## config.mk

```make
export PLATFORM = sky130hd
export DESIGN_NAME = fir_tap_accumulator_flat
export DESIGN_NICKNAME = d
export VERILOG_FILES = /design/src/rtl/fir_tap_accumulator_if.sv /design/src/rtl/fir_tap_accumulator.sv /design/src/flat_wrapper.sv
export SDC_FILE = /design/constraint.sdc
export NUM_CORES = 1
export LEC_CHECK = 0
export CORE_MARGIN = 8
export CORE_UTILIZATION = 59
export DETAILED_ROUTE_END_ITERATION = 12
export GPL_TIMING_DRIVEN = 0
export MAX_ROUTING_LAYER = met4
export PLACE_DENSITY_LB_ADDON = 0.1
export RECOVER_POWER = 50
export SYNTH_ARGS = -nofsm -noshare
export SYNTH_HDL_FRONTEND = slang
export SYNTH_SLANG_ARGS = --single-unit
```

## constraint.sdc

```tcl
create_clock -name clk -period 4.1 [get_ports clk]
set_input_delay 0.82 -clock clk [delete_from_list [all_inputs] [get_ports clk]]
set_output_delay 0.82 -clock clk [all_outputs]
set_load 0.02 [all_outputs]
```

## src/rtl/fir_tap_accumulator_if.sv

```systemverilog
// Stream bus of the FIR tap accumulator: product input, sample output, and partial-sum status.
interface fir_tap_accumulator_if #(
  parameter int unsigned DW = 32
);
  logic [DW-1:0] in_data;
  logic          in_valid;
  logic          in_ready;
  logic          approx_en;
  logic          flush;
  logic [DW-1:0] out_data;
  logic          out_ovf;
  logic          out_valid;
  logic          out_ready;
  logic [7:0]    tap_cnt;

  modport master (
    output in_data, in_valid, approx_en, flush, out_ready,
    input  in_ready, out_data, out_ovf, out_valid, tap_cnt
  );

  modport slave (
    input  in_data, in_valid, approx_en, flush, out_ready,
    output in_ready, out_data, out_ovf, out_valid, tap_cnt
  );
endinterface

```

## src/rtl/fir_tap_accumulator.sv

```systemverilog
// Sums NTAPS tap products per output sample with a run-time exact or lower-part-OR adder,
// holding the result in a one-entry output register with valid/ready backpressure.
module fir_tap_accumulator #(
  parameter int unsigned DW         = 32,
  parameter int unsigned NTAPS      = 8,
  parameter int unsigned APPROX_LSB = 10
) (
  input logic                 clk,
  input logic                 rst,
  fir_tap_accumulator_if.slave bus
);
  localparam int unsigned L   = APPROX_LSB;
  localparam int unsigned UW  = DW - L;
  localparam int unsigned UW1 = UW + 1;
  localparam int unsigned DW1 = DW + 1;

  typedef enum logic {ACCUM, LAST} phase_e;

  phase_e        phase_q;
  logic [DW-1:0] acc_q;
  logic          ovf_acc_q;
  logic [7:0]    tap_cnt_q;
  logic [DW-1:0] out_data_q;
  logic          out_ovf_q;
  logic          out_valid_q;

  logic [DW:0]   exact_sum;
  logic [UW:0]   upper_sum;
  logic          carry_l;
  logic [DW-1:0] add_sum;
  logic          add_carry;
  logic          in_ready_c;
  logic          accept;
  logic          handshake;

  // Approximate mode ORs the low L bits and feeds a single guessed carry into the exact upper add.
  always_comb begin
    exact_sum = DW1'({1'b0, acc_q}) + DW1'({1'b0, bus.in_data});
    carry_l   = acc_q[L-1] & bus.in_data[L-1];
    upper_sum = UW1'({1'b0, acc_q[DW-1:L]}) + UW1'({1'b0, bus.in_data[DW-1:L]}) + UW1'(carry_l);
    if (bus.approx_en) begin
      add_sum   = {upper_sum[UW-1:0], acc_q[L-1:0] | bus.in_data[L-1:0]};
      add_carry = upper_sum[UW];
    end else begin
      add_sum   = exact_sum[DW-1:0];
      add_carry = exact_sum[DW];
    end
  end

  // Only the final product stalls, and only while the previous sample is still unread.
  assign in_ready_c = ~((phase_q == LAST) & out_valid_q & ~bus.out_ready);
  assign accept     = bus.in_valid & in_ready_c & ~bus.flush;
  assign handshake  = out_valid_q & bus.out_ready;

  always_ff @(posedge clk or posedge rst) begin
    if (rst) begin
      phase_q     <= ACCUM;
      acc_q       <= '0;
      ovf_acc_q   <= 1'b0;
      tap_cnt_q   <= '0;
      out_data_q  <= '0;
      out_ovf_q   <= 1'b0;
      out_valid_q <= 1'b0;
    end else begin
      if (accept && (phase_q == LAST)) begin
        out_data_q  <= add_sum;
        out_ovf_q   <= ovf_acc_q | add_carry;
        out_valid_q <= 1'b1;
      end else if (handshake) begin
        out_valid_q <= 1'b0;
      end

      if (bus.flush) begin
        phase_q   <= ACCUM;
        acc_q     <= '0;
        ovf_acc_q <= 1'b0;
        tap_cnt_q <= '0;
      end else if (accept) begin
        case (phase_q)
          ACCUM: begin
            acc_q     <= add_sum;
            ovf_acc_q <= ovf_acc_q | add_carry;
            tap_cnt_q <= tap_cnt_q + 8'd1;
            if (tap_cnt_q == 8'(NTAPS - 2)) phase_q <= LAST;
          end
          LAST: begin
            phase_q   <= ACCUM;
            acc_q     <= '0;
            ovf_acc_q <= 1'b0;
            tap_cnt_q <= '0;
          end
          default: phase_q <= ACCUM;
        endcase
      end
    end
  end

  assign bus.in_ready  = in_ready_c;
  assign bus.out_data  = out_data_q;
  assign bus.out_ovf   = out_ovf_q;
  assign bus.out_valid = out_valid_q;
  assign bus.tap_cnt   = tap_cnt_q;
endmodule

```

## src/flat_wrapper.sv

```systemverilog
// flat-port wrapper written by rule: the top's interface ports become plain ports
module fir_tap_accumulator_flat 
#(
  parameter int unsigned DW         = 32,
  parameter int unsigned NTAPS      = 8,
  parameter int unsigned APPROX_LSB = 10
)
  (clk, rst, bus_in_data, bus_in_valid, bus_approx_en, bus_flush, bus_out_ready, bus_in_ready, bus_out_data, bus_out_ovf, bus_out_valid, bus_tap_cnt);
  fir_tap_accumulator_if #(.DW(DW)) bus_i ();
  input logic clk;
  input logic rst;
  input wire logic [$bits(bus_i.in_data)-1:0] bus_in_data;
  input wire logic [$bits(bus_i.in_valid)-1:0] bus_in_valid;
  input wire logic [$bits(bus_i.approx_en)-1:0] bus_approx_en;
  input wire logic [$bits(bus_i.flush)-1:0] bus_flush;
  input wire logic [$bits(bus_i.out_ready)-1:0] bus_out_ready;
  output wire logic [$bits(bus_i.in_ready)-1:0] bus_in_ready;
  output wire logic [$bits(bus_i.out_data)-1:0] bus_out_data;
  output wire logic [$bits(bus_i.out_ovf)-1:0] bus_out_ovf;
  output wire logic [$bits(bus_i.out_valid)-1:0] bus_out_valid;
  output wire logic [$bits(bus_i.tap_cnt)-1:0] bus_tap_cnt;
  assign bus_i.in_data = bus_in_data;
  assign bus_i.in_valid = bus_in_valid;
  assign bus_i.approx_en = bus_approx_en;
  assign bus_i.flush = bus_flush;
  assign bus_i.out_ready = bus_out_ready;
  assign bus_in_ready = bus_i.in_ready;
  assign bus_out_data = bus_i.out_data;
  assign bus_out_ovf = bus_i.out_ovf;
  assign bus_out_valid = bus_i.out_valid;
  assign bus_tap_cnt = bus_i.tap_cnt;
  fir_tap_accumulator #(.DW(DW), .NTAPS(NTAPS), .APPROX_LSB(APPROX_LSB)) u_core (.clk(clk), .rst(rst), .bus(bus_i));
endmodule
```

==> results.toml <==
[status]
status = "complete, but fails checks"
violations = "capacitance limit"

[sta]
timing.hold.ws_ps = 472
tightestPinTransition_ps = 1460
rsz0062_at_grt = "no"
timing.final.crit_share = 0.903
clock_skew_ps = 11.2
maxSlewViolCount = 0
period_needed_ps = 3700
hold_violations = 0
finalSetupTns_ps = 0
fmax_ghz = 0.270
slew-limit-headroom = 0.0189
finalSetupViolCount = 0

[place]
dp_hpwl_um = 11400
place.gp.congestion = 0.953
io_buffers = 80

[clock_network]
cts_sinks = 76
ctsHoldBuffers = 0
cts_tree = "yes"
postCtsSetupBuffers = 0
clock-root-buffer = "clkbuf_8"
cts_buffer_depth = 2
insertion_delay_ps = 350
ctsResizeCount = 0
clk_pin_slew_worst_paths_ps = 80
cts_made_buffers = 9
htreeDepth = 3

[layout]
layout.nets = 771
fill_cells = 674
antenna_cells = 0
area_growth_pct = 21.6
layout-drive-gt1-share = 0.0695

[die]
io_pins = 81
die_x_um = 110
die_height_um = 110
core_um2 = 8680
initial_utilization = 0.607
die_area_um2 = 12200
rows = 34

[global_routing]
grt_max_degree = 44
met1_usage = 0.323
grtUsageMet2 = 0.369
top_usage_layer = "met2"
grt_pass1_vias = 4829
use_met3 = 0.0406
grt_pass1_wl_um = 23900
grt_usage = 0.242
overflow = 0
antenna_found_initial = 0

[setup_path]
worstPathRequired_ps = 4340
cp_slowest_stage_delay_ps = 500
critPathBufInv = 2
crit_slowest_cell = "fa_1"
crit_fanout = 7
crit_path_start_kind = "input port"
crit_chain = "clkdlybuf4s50_1, ha_1, inv_1, fa_1, fa_1, and2_1, nor3_1, o31ai_1, a21oi_1, a21oi_1, xnor2_1, mux2_2"
end_kind = "flop"
crit_family = "adder cells"
crit_type = "input port to flop"
cp.arrival_ps = 3940

[pwr]
power.density_nw_per_um2 = 353
ir_drop_mv = 0.185
p_leak_nw = 2.98

[synth]
synth_edf_count = 0
synth_common_cells = "dfrtp_1, nand2_1, a21oi_1, ha_1, o21ai_0"
async_reset_ff_frac = 1.00
ys.flop_type = "dfrtp_1"
synth_warnings = 0
synthDistinctLibCells = 56
ys_ff_latch = 76
synth_area_um2 = 5260
netlist_instances = 594
avgSynthCellArea_um2 = 8.86
netlist_top_cells_area = "dfrtp_1, ha_1, nand2_1, a21oi_1, o21ai_0"
synth_most_common_cell = "dfrtp_1"
synth_top_area_frac = 0.361
seq_area_frac_synth = 0.361
yosysTopAreaCell = "dfrtp_1"
syn_nets = 679

[route]
drtIter0Drc = 373
dr.pass1.iters = 5
drcViolationCount = 0
vias_per_cell = 6.27
routedWlPerCell_um = 18.8
wirelength_um = 15000
drtAntennaViolNets = 0
vias = 5009

[run]
cap_viol_max_count = 1

[hold_path]
hold_class = "flop to flop"
[where the power goes]
part	total, mW	switching (mW)	leakage, nW	internal [mW]
Clock	0.572	0.290	0.0962	0.282
Sequential	0.855	0.0446	1.03	0.810
Combinational	0.832	0.507	1.85	0.325
[stage by stage]
stage	power (mW)	setup WS [ps]	area [um2]	utilization	cells
final	2.26	400	6400	0.737	799
after global routing	2.38	187	6400	0.737	799
after CTS	2.25	448	6410	0.739	799
after detailed placement	1.69	106	6220	0.717	783
after global placement	1.66	68.2	6200	0.714	782
after floorplan	1.44	1000	5260	-	594
[layout by cell type (no fill, tap or decap), drive strengths merged, types with 3 or more instances in the layout]
cell type,instances
nor2b,7
o21ai,46
o31ai,6
nand4,18
xor2,7
clkdlybuf4s50,58
fa,3
and2,3
inv,36
nor3,10
a21boi,3
a22o,25
a21oi,49
o211ai,5
a21o,6
xnor2,18
mux2i,3
nand3b,3
a221oi,3
o21bai,7
or3,3
nand3,18
mux2,18
clkinv,4
nand2b,3
o21a,4
buf,4
nand2,67
ha,44
and3,10
dfrtp,76
a31oi,9
clkbuf,40
dlygate4sd3,22
nor2,26
[registers in the layout (all words and copies together), names as in the netlist]
signal,count
u_core.phase_q,1
u_core.bus.out_valid,1
u_core.ovf_acc_q,1
u_core.bus.out_data,32
u_core.acc_q,32
u_core.bus.tap_cnt,8
u_core.bus.out_ovf,1
[worst paths after layout]
path | start | cells past startpoint | end | slack (ps)
worst max-delay path | bus_in_data[9] | 12 | u_core.bus.out_data[28] | 400
worst min-delay path | u_core.bus.out_data[0] | 2 | u_core.bus.out_data[0] | 470
worst max register to register | u_core.acc_q[9] | 11 | u_core.bus.out_data[28] | 970
worst min register to register | u_core.bus.out_data[0] | 2 | u_core.bus.out_data[0] | 470
max in group asynchronous | rst | 3 | u_core.acc_q[10] | 1170
min in group asynchronous | rst | 2 | u_core.bus.out_data[21] | 1250
[logic make-up (layout without fill, tap and decap cells)]
| logic type | count (synthesis) | in the layout | share of synthesized area |
|---|---|---|---|
| DFF | 76 | 76 | 0.361 |
| adders and majority gates | 47 | 47 | 0.116 |
| AOI/OAI and AO/OA | 182 | 182 | 0.228 |
| xor gates and xnor gates | 25 | 25 | 0.0416 |
| muxes | 21 | 21 | 0.0442 |
| and+or+nand+nor | 173 | 173 | 0.158 |
| buffers and inverters | 70 | 167 | 0.0509 |
[tightest hold or removal path, stage by stage (launching register included)]
cell     delay [ps]
dfrtp_1         340
nand2_1          50
nand2_1          50
[per-layer routing]
metal	up-vias	share of wire
met5	-	0
met3	18	0.066
met1	2441	0.46
met2	212	0.47
met4	0	0.011
li1	2338	-
[layout make-up]
cell class | count | area, um2 | area share
well taps | 108 | 135 | 0.0211
inverters | 37 | 140 | 0.0219
flip-flops and latches | 76 | 1900 | 0.297
plain buffers | 33 | 129 | 0.0201
clock buffers | 10 | 128 | 0.0199
repair buffers | 81 | 806 | 0.126
multi-input cells | 448 | 3090 | 0.484
clock inverters | 6 | 65.1 | 0.0102
(Power assumes the default switching activity.)
